===== src/rtl/cluster_dma_job_issuer.sv =====
// cluster_dma_job_issuer: autonomous initiator that programs a cluster DMA frontend and polls for completion.
// Optional poll timeout with err_o: define CLUSTER_DMA_JOB_ISSUER_TIMEOUT_EN.
module cluster_dma_job_issuer #(
    parameter logic [31:0] BaseAddr      = 32'h0000_0000,
    parameter int          IdWidth       = 28,
    parameter int          PollGap       = 4,
    parameter int          TimeoutCycles = 65535
) (
    input  logic               clk_i,
    input  logic               rst_i,
    input  logic               job_valid_i,
    output logic               job_ready_o,
    input  logic [31:0]        job_src_i,
    input  logic [31:0]        job_dst_i,
    input  logic [31:0]        job_len_i,
    input  logic [2:0]         job_flags_i,
    output logic               id_valid_o,
    output logic [IdWidth-1:0] id_o,
    output logic               done_valid_o,
    input  logic               done_ready_i,
    output logic [IdWidth-1:0] done_id_o,
    output logic               err_o,
    output logic               ctrl_req_o,
    output logic               ctrl_type_o,
    output logic [3:0]         ctrl_be_o,
    output logic [31:0]        ctrl_add_o,
    output logic [31:0]        ctrl_data_o,
    input  logic               ctrl_gnt_i,
    input  logic               ctrl_r_valid_i,
    input  logic [31:0]        ctrl_r_data_i
);
    typedef enum logic [3:0] {
        IDLE, WR_SRC, WR_DST, WR_LEN, WR_CONF, RD_LAUNCH, POLL_GAP, RD_DONE, REPORT
    } state_e;

    state_e             state_q, state_d, poll_st;
    logic               pend_q, id_valid_q, access, resp, done_hit, tmo_hit;
    logic [31:0]        src_q, dst_q, len_q, gap_q;
    logic [2:0]         flags_q;
    logic [IdWidth-1:0] id_q, id_diff;
    logic               unused_rdata;

    assign unused_rdata = ^ctrl_r_data_i;
    assign access  = state_q inside {WR_SRC, WR_DST, WR_LEN, WR_CONF, RD_LAUNCH, RD_DONE};
    assign resp    = access & pend_q & ctrl_r_valid_i;
    // wrap-safe "done id has reached ours" test in modulo-2^IdWidth space
    assign id_diff  = ctrl_r_data_i[IdWidth-1:0] - id_q;
    assign done_hit = ~id_diff[IdWidth-1];
    assign poll_st  = (PollGap == 0) ? RD_DONE : POLL_GAP;

    assign job_ready_o  = (state_q == IDLE) & ~rst_i;
    assign ctrl_req_o   = access & ~pend_q;
    assign ctrl_be_o    = ctrl_req_o ? 4'hF : 4'h0;
    assign id_valid_o   = id_valid_q;
    assign id_o         = id_q;
    assign done_valid_o = state_q == REPORT;
    assign done_id_o    = id_q;

    always_comb begin
        state_d     = state_q;
        ctrl_add_o  = '0;
        ctrl_data_o = '0;
        ctrl_type_o = 1'b0;
        case (state_q)
            IDLE:      state_d = (job_valid_i & job_ready_o) ? WR_SRC : IDLE;
            WR_SRC: begin
                ctrl_add_o  = BaseAddr;
                ctrl_data_o = src_q;
                state_d     = resp ? WR_DST : WR_SRC;
            end
            WR_DST: begin
                ctrl_add_o  = BaseAddr + 32'h04;
                ctrl_data_o = dst_q;
                state_d     = resp ? WR_LEN : WR_DST;
            end
            WR_LEN: begin
                ctrl_add_o  = BaseAddr + 32'h08;
                ctrl_data_o = len_q;
                state_d     = resp ? WR_CONF : WR_LEN;
            end
            WR_CONF: begin
                ctrl_add_o  = BaseAddr + 32'h0C;
                ctrl_data_o = {29'b0, flags_q};
                state_d     = resp ? RD_LAUNCH : WR_CONF;
            end
            RD_LAUNCH: begin
                ctrl_add_o  = BaseAddr + 32'h10;
                ctrl_type_o = 1'b1;
                state_d     = resp ? poll_st : RD_LAUNCH;
            end
            POLL_GAP:  state_d = tmo_hit ? REPORT : (gap_q == 32'(PollGap - 1)) ? RD_DONE : POLL_GAP;
            RD_DONE: begin
                ctrl_add_o  = BaseAddr + 32'h14;
                ctrl_type_o = 1'b1;
                state_d     = !resp ? RD_DONE : (done_hit | tmo_hit) ? REPORT : poll_st;
            end
            REPORT:    state_d = done_ready_i ? IDLE : REPORT;
            default:   state_d = IDLE;
        endcase
    end

    always_ff @(posedge clk_i) begin
        if (rst_i) begin
            state_q    <= IDLE;
            pend_q     <= 1'b0;
            id_valid_q <= 1'b0;
            src_q      <= '0;
            dst_q      <= '0;
            len_q      <= '0;
            flags_q    <= '0;
            id_q       <= '0;
            gap_q      <= '0;
        end else begin
            state_q    <= state_d;
            pend_q     <= access & ((ctrl_req_o & ctrl_gnt_i) | (pend_q & ~ctrl_r_valid_i));
            id_valid_q <= (state_q == RD_LAUNCH) & resp;
            gap_q      <= (state_q == POLL_GAP) ? gap_q + 32'd1 : 32'd0;
            if (job_valid_i & (state_q == IDLE)) begin
                src_q   <= job_src_i;
                dst_q   <= job_dst_i;
                len_q   <= job_len_i;
                flags_q <= job_flags_i;
            end
            if ((state_q == RD_LAUNCH) & resp) id_q <= ctrl_r_data_i[IdWidth-1:0];
        end
    end

`ifdef CLUSTER_DMA_JOB_ISSUER_TIMEOUT_EN
    logic [31:0] tmo_q;
    logic        err_q, tmo_take;

    assign tmo_hit  = tmo_q >= 32'(TimeoutCycles);
    assign tmo_take = tmo_hit & ((state_q == POLL_GAP) | ((state_q == RD_DONE) & resp & ~done_hit));
    assign err_o    = err_q;

    always_ff @(posedge clk_i) begin
        if (rst_i) begin
            tmo_q <= '0;
            err_q <= 1'b0;
        end else begin
            tmo_q <= (state_q == RD_LAUNCH) ? 32'd0 :
                     (state_q inside {POLL_GAP, RD_DONE}) ? tmo_q + 32'd1 : tmo_q;
            err_q <= tmo_take ? 1'b1 : ((state_q == REPORT) & done_ready_i) ? 1'b0 : err_q;
        end
    end
`else
    assign tmo_hit = 1'b0;
    assign err_o   = 1'b0;
`endif
endmodule


===== config.mk =====
export PLATFORM = sky130hd
export DESIGN_NAME = cluster_dma_job_issuer
export DESIGN_NICKNAME = d
export VERILOG_FILES = /design/src/rtl/cluster_dma_job_issuer.sv
export SDC_FILE = /design/constraint.sdc
export NUM_CORES = 1
export LEC_CHECK = 0
export ABC_AREA = 1
export CAP_MARGIN = 20
export CORE_ASPECT_RATIO = 0.7
export CORE_MARGIN = 8
export CORE_UTILIZATION = 50
export CTS_CLUSTER_SIZE = 24
export DETAILED_ROUTE_END_ITERATION = 8
export HOLD_SLACK_MARGIN = 0.15
export PLACE_DENSITY = 0.86
export SKIP_CTS_REPAIR_TIMING = 1
export SYNTH_ARGS = -nofsm -noshare
export SYNTH_HDL_FRONTEND = slang
export SYNTH_SLANG_ARGS = --single-unit

===== constraint.sdc =====
create_clock -name clk_i -period 3.77 [get_ports clk_i]
set_input_delay 0.9425 -clock clk_i [delete_from_list [all_inputs] [get_ports clk_i]]
set_output_delay 0.9425 -clock clk_i [all_outputs]
set_load 0.01 [all_outputs]

Yosys cells after proc, flatten, opt, wreduce, memory -nomap -nowiden
Cells that the tools add are included.
Widths: inputs -> output; s select.
- flip-flop bits (word level): 165
- word-level logic and storage cells: 54
- bits of input ports: 137
- eq/ne operators: 9
- multiplexer cells: 15
- bitwise logic cells: 15
- add/sub/neg operators: 2
- reductions and logical operators: 4
- operators by type and width (kind ; number):
    $pmux 32 s4 ; 1
    $pmux 4 s9 ; 1
    $add 32x1->32 const B ; 1
    $eq 32x2->1 const B ; 1
    $sub 28x28->28 ; 1
    $pmux 5 s5 ; 1
    $eq 4x3->1 const B ; 4
    $mux 4 ; 4
    $and 1x1->1 ; 10
    $eq 4x2->1 const B ; 2
    $reduce_bool 6->1 ; 1
    $mux 1 ; 5
    $eq 4x1->1 const B ; 1
    $eq 4x4->1 const B ; 1
    $logic_not 4->1 ; 1
    $mux 2 ; 2
    $not 1->1 ; 4
    $reduce_or 2->1 ; 2
    $mux 3 ; 1
    $or 1x1->1 ; 1

Depth between registers and ports, before layout
- depth in word-level cells: 6
- gate-level depth with buffers: 14
- gate-level depth less buffers: 14

Least setup slack after synthesis
Ideal clock, no wire load.
- path kind: reg2out
- start: reg state_q[3]
- end: out ctrl_data_o[0]
- cell stages (with the launch flop): 7
- path buffers: 1
- setup slack: 1.372 ns
- required time: 2.828 ns
- arrival: 1.456 ns
- path through: dfxtp_1 nor2_4 inv_2 nor3_1 clkbuf_1 nand2_1 o2111ai_1
- word-level cells in the longest chain between the ends: 2
- RTL lines (item ; line ; text):
    start: declaration ; 36 ; state_e state_q, state_d, poll_st;
    start signal: assignment ; 114 ; state_q <= state_d;
    $eq 4x3->1, or another cell as far along ; 64 ; case (state_q)
    $pmux 32 s4 (*) ; 64 ;
    end: declaration ; 27 ; output logic [31:0] ctrl_data_o,
Every way passes the cells marked *; elsewhere a longest branch is shown, timed or not.

Final worst setup path
- start: reg state_q[1]
- end: out ctrl_req_o
- word-level cells in the longest chain between the ends: 3
- RTL lines (item ; line ; text):
    $eq 4x1->1, or another cell as far along ; 44 ; assign access = state_q inside {WR_SRC, WR_DST, WR_LEN, WR_CONF, RD_LAUNCH, RD_DONE};
    $reduce_bool 6->1 (*) ; 44 ;
    $and 1x1->1 (*) ; 52 ; assign ctrl_req_o = access & ~pend_q;
    end: declaration ; 23 ; output logic ctrl_req_o,
Marks and branches as above.

==> parameters.txt <==
Parameter                              Value

Outcome
  Run status ... completed

Placed design
  Estimated wirelength of the detail-placed design ... 17.7 mm
  Placed insts ... 1511
  Number of port buffers ... 232
  Final weighted congestion of routability-driven global placement ... 0.891
  Post-Place Cell Area ... 10300 um2

Worst hold path
  Worst hold endpoint ... gap_q[0]
  Type of the worst min-delay path ... reg -> reg
  Start point of the worst hold path ... gap_q[0]
  Cells on Worst Hold Path ... 1

Yosys
  Synthesized flop and latch total ... 165
  Post-synthesis instance total ... 1131
  Share of synthesized flip-flops with an asynchronous set or reset ... 0%
  Top cell type by total area after synthesis ... dfxtp_1
  Cell Area, Synth ... 8190 um2
  Seq/Total Area, Yosys ... 40.3%
  Mapped Avg Cell Area ... 7.24 um2
  Share of the synthesized area in the top cell type ... 40.3%
  Number of enable-type register cells in the synthesized netlist ... 0
  Cell types with the largest area share after synthesis ... dfxtp_1 (40%), nand2_1 (10%), a21oi_1 (9.7%), inv_1 (6.8%), o21ai_0 (6.1%)
  Synth warnings ... 0
  Unique masters post-synth ... 36
  Top FF cell, synth ... dfxtp_1

STA
  Hold violation total from the final report ... 0
  Unrepaired setup endpoints after global routing ... false
  Worst Max-Slew Pin Slew ... 832 ps
  Relative slew slack ... 44.5%
  Largest clock skew in the final design ... 7.12 ps
  Period minus WS final ... 3590 ps
  Final number of max-transition violations ... 0
  Final worst-path cycle share ... 95.3%
  Setup TNS Final ... 0 ps
  Final setup viols ... 0
  Max Clock Freq ... 278 MHz

Clocking
  CTS tree ... built
  Number of clock sinks ... 165
  CTS H-tree depth ... 4
  Clk pin slew, worst setup/hold paths ... 60 ps
  Clock latency at the later pin of the worst-skew pair ... 430 ps
  CTS max path bufs ... 2
  CTS Root Buffer Type ... clkbuf_16
  TritonCTS Buffers ... 17

Run
  Number of max-cap violations ... 0

Final layout
  Area growth, synth to finish ... 33.0%
  Layout cell share with drive strength beyond 1 ... 5.62%
  Most frequent cells in the layout ... clkdlybuf4s50_1 (231), nand2_1 (224), dfxtp_1 (165)
  Commonest non-fill, non-tap cell in the layout ... clkdlybuf4s50_1
  Final design utilization ... 67.4%
  Nets ... 1469
  Final non-filler cell total ... 1544
  Layout Cell Area excl Fill ... 10900 um2

Global route
  Via count of the first global-routing pass ... 7576
  Global-route wire length before repair ... 38.0 mm
  Residual overflow from global routing ... 0
  Number of antenna violations at the first check in global routing ... 0
  Pin count of the biggest net entering global routing ... 90
  All-layer global routing usage ... 22.6%

Setup path
  Worst endpoint data arrival time ... 2650 ps
  Critical path capture point type ... output pin
  Reg-to-reg endpoint ... done_id_o[14]
  Critical path required time ... 2830 ps
  Cells on worst reg2reg path ... 12
  Slowest-stage cell, CP ... clkdlybuf4s50_1
  Setup CP Type ... reg -> out
  Cell breakdown of the critical path ... inv_1 -> nor2_2 -> nand2_4 -> nand2_2 -> nor2_4 -> a21oi_1 -> clkdlybuf4s50_1
  Source of the worst register-to-register timing path ... state_q[1]
  CP Max Fanout ... 34
  FF-to-FF setup slack ... 930 ps
  CP Launch Type ... register
  CP max stage delay ... 630 ps

Detailed routing
  Detail-routed via count per cell ... 5.14
  Remaining design rule violation count ... 0
  Drt first pass iters ... 5
  Total wire length after detailed routing ... 24.5 mm
  Initial detailed-routing violation count ... 776
  Detailed-route via count ... 7932
  Antenna Violating Nets Remaining ... 0
  Detailed-route wire length per cell ... 15.9 um

Power and ir drop
  Total leakage power ... 4.05 nW
  Power per cell area ... 385 nW/um2
  Post-route total power ... 4.20 mW
  Worst vdd rail ir drop ... 0.000280 V

Die
  Std-Cell Rows ... 39
  Top-level I/O count ... 267
  Horizontal die dimension ... 169 um
  Effective utilization at floorplan ... 50.7%
  Core Box Area ... 16200 um2
  Total Die Area ... 20800 um2
  Vertical die dimension ... 123 um
-- area by class of cell --
cell class / instances / area (um2)
inverters: 152 / 571
clock buffers: 17 / 425
repair buffers: 242 / 2390
clock inverters: 14 / 186
diodes: 2 / 5.00
well taps: 225 / 282
flip-flops and latches: 165 / 3300
multi-input cells: 727 / 3730
fillers: 1313 / 5260
-- where the power goes --
| group | total [mW] | switching (mW) | internal, mW | leakage, nW |
|---|---|---|---|---|
| sequential | 1.86 | 0.0306 | 1.83 | 1.35 |
| combinational | 0.500 | 0.260 | 0.240 | 2.40 |
| clock | 1.84 | 0.777 | 1.06 | 0.300 |
| total | 4.20 | 1.07 | 3.13 | 4.05 |
-- cell families (layout without fill, tap and decap cells) --
| group | after synthesis | after routing | share of synthesized area [%] |
|---|---|---|---|
| simple gates | 368 | 368 | 19.5 |
| xor+xnor | 1 | 1 | 0.107 |
| other cells | 1 | 32 | 0.0458 |
| flops | 165 | 165 | 40.3 |
| fa+ha+maj | 27 | 27 | 4.12 |
| compound gates | 301 | 301 | 20.2 |
| buf+inv | 268 | 425 | 15.7 |
-- critical path: cells and delay by family (launching register included) --
kind | cells | cell delay, ps
AND/OR/NAND/NOR | 4 | 700
buffers and inverters | 2 | 720
AO/OA/AOI/OAI | 1 | 350
flip-flops | 1 | 450
-- worst max path at each step --
stage          startpoint               to  depth (start not counted)  slack, ps
2_1_floorplan  state_q[3]   ctrl_data_o[0]                          6       1370
3_3_place_gp   state_q[3]  ctrl_data_o[29]                          7        660
3_5_place_dp   state_q[3]  ctrl_data_o[29]                          7        590
4_1_cts        state_q[3]  ctrl_data_o[29]                          7        140
5_1_grt        state_q[1]     ctrl_be_o[2]                          7          3
6_report       state_q[1]       ctrl_req_o                          7        180
-- layer usage --
layer	track usage, %	part of all wire, %	vias to the layer above
li1	-	-	3969
met1	28.1	43	3606
met2	37.0	46	307
met3	6.06	7.7	50
met4	8.87	2.7	0
met5	0	0	-
-- registers in the layout, summed over array words and instances, names as in the netlist --
register and count:
pend_q 1, id_valid_o 1, state_q 4, flags_q 3, dst_q 32, len_q 32, done_id_o 28, src_q 32
gap_q 32
-- stage by stage --
step | worst slack (ps) | hold slack (ps)
floorplan | 1370 | 417
global placement | 656 | 428
detailed placement | 595 | 439
CTS | 137 | 449
global route | 2.83 | 469
finish | 179 | 448
-- Yosys cell counts (3+ instances only) --
master and instances:
nand2_1 224, dfxtp_1 165, a21oi_1 159, inv_1 148, o21ai_0 100, buf_4 63
nor2_1 54, clkbuf_1 37, o221ai_1 29, ha_1 27, nand3_1 25, nor3_1 20
nand4_1 13, buf_2 11, nor4_1 7, or2_2 7, buf_6 4, inv_2 4
nor2_2 4, nor2_4 4, a31oi_1 3, nor3b_1 3, o2111ai_1 3
Note: power is estimated with default switching activity, not from simulation.
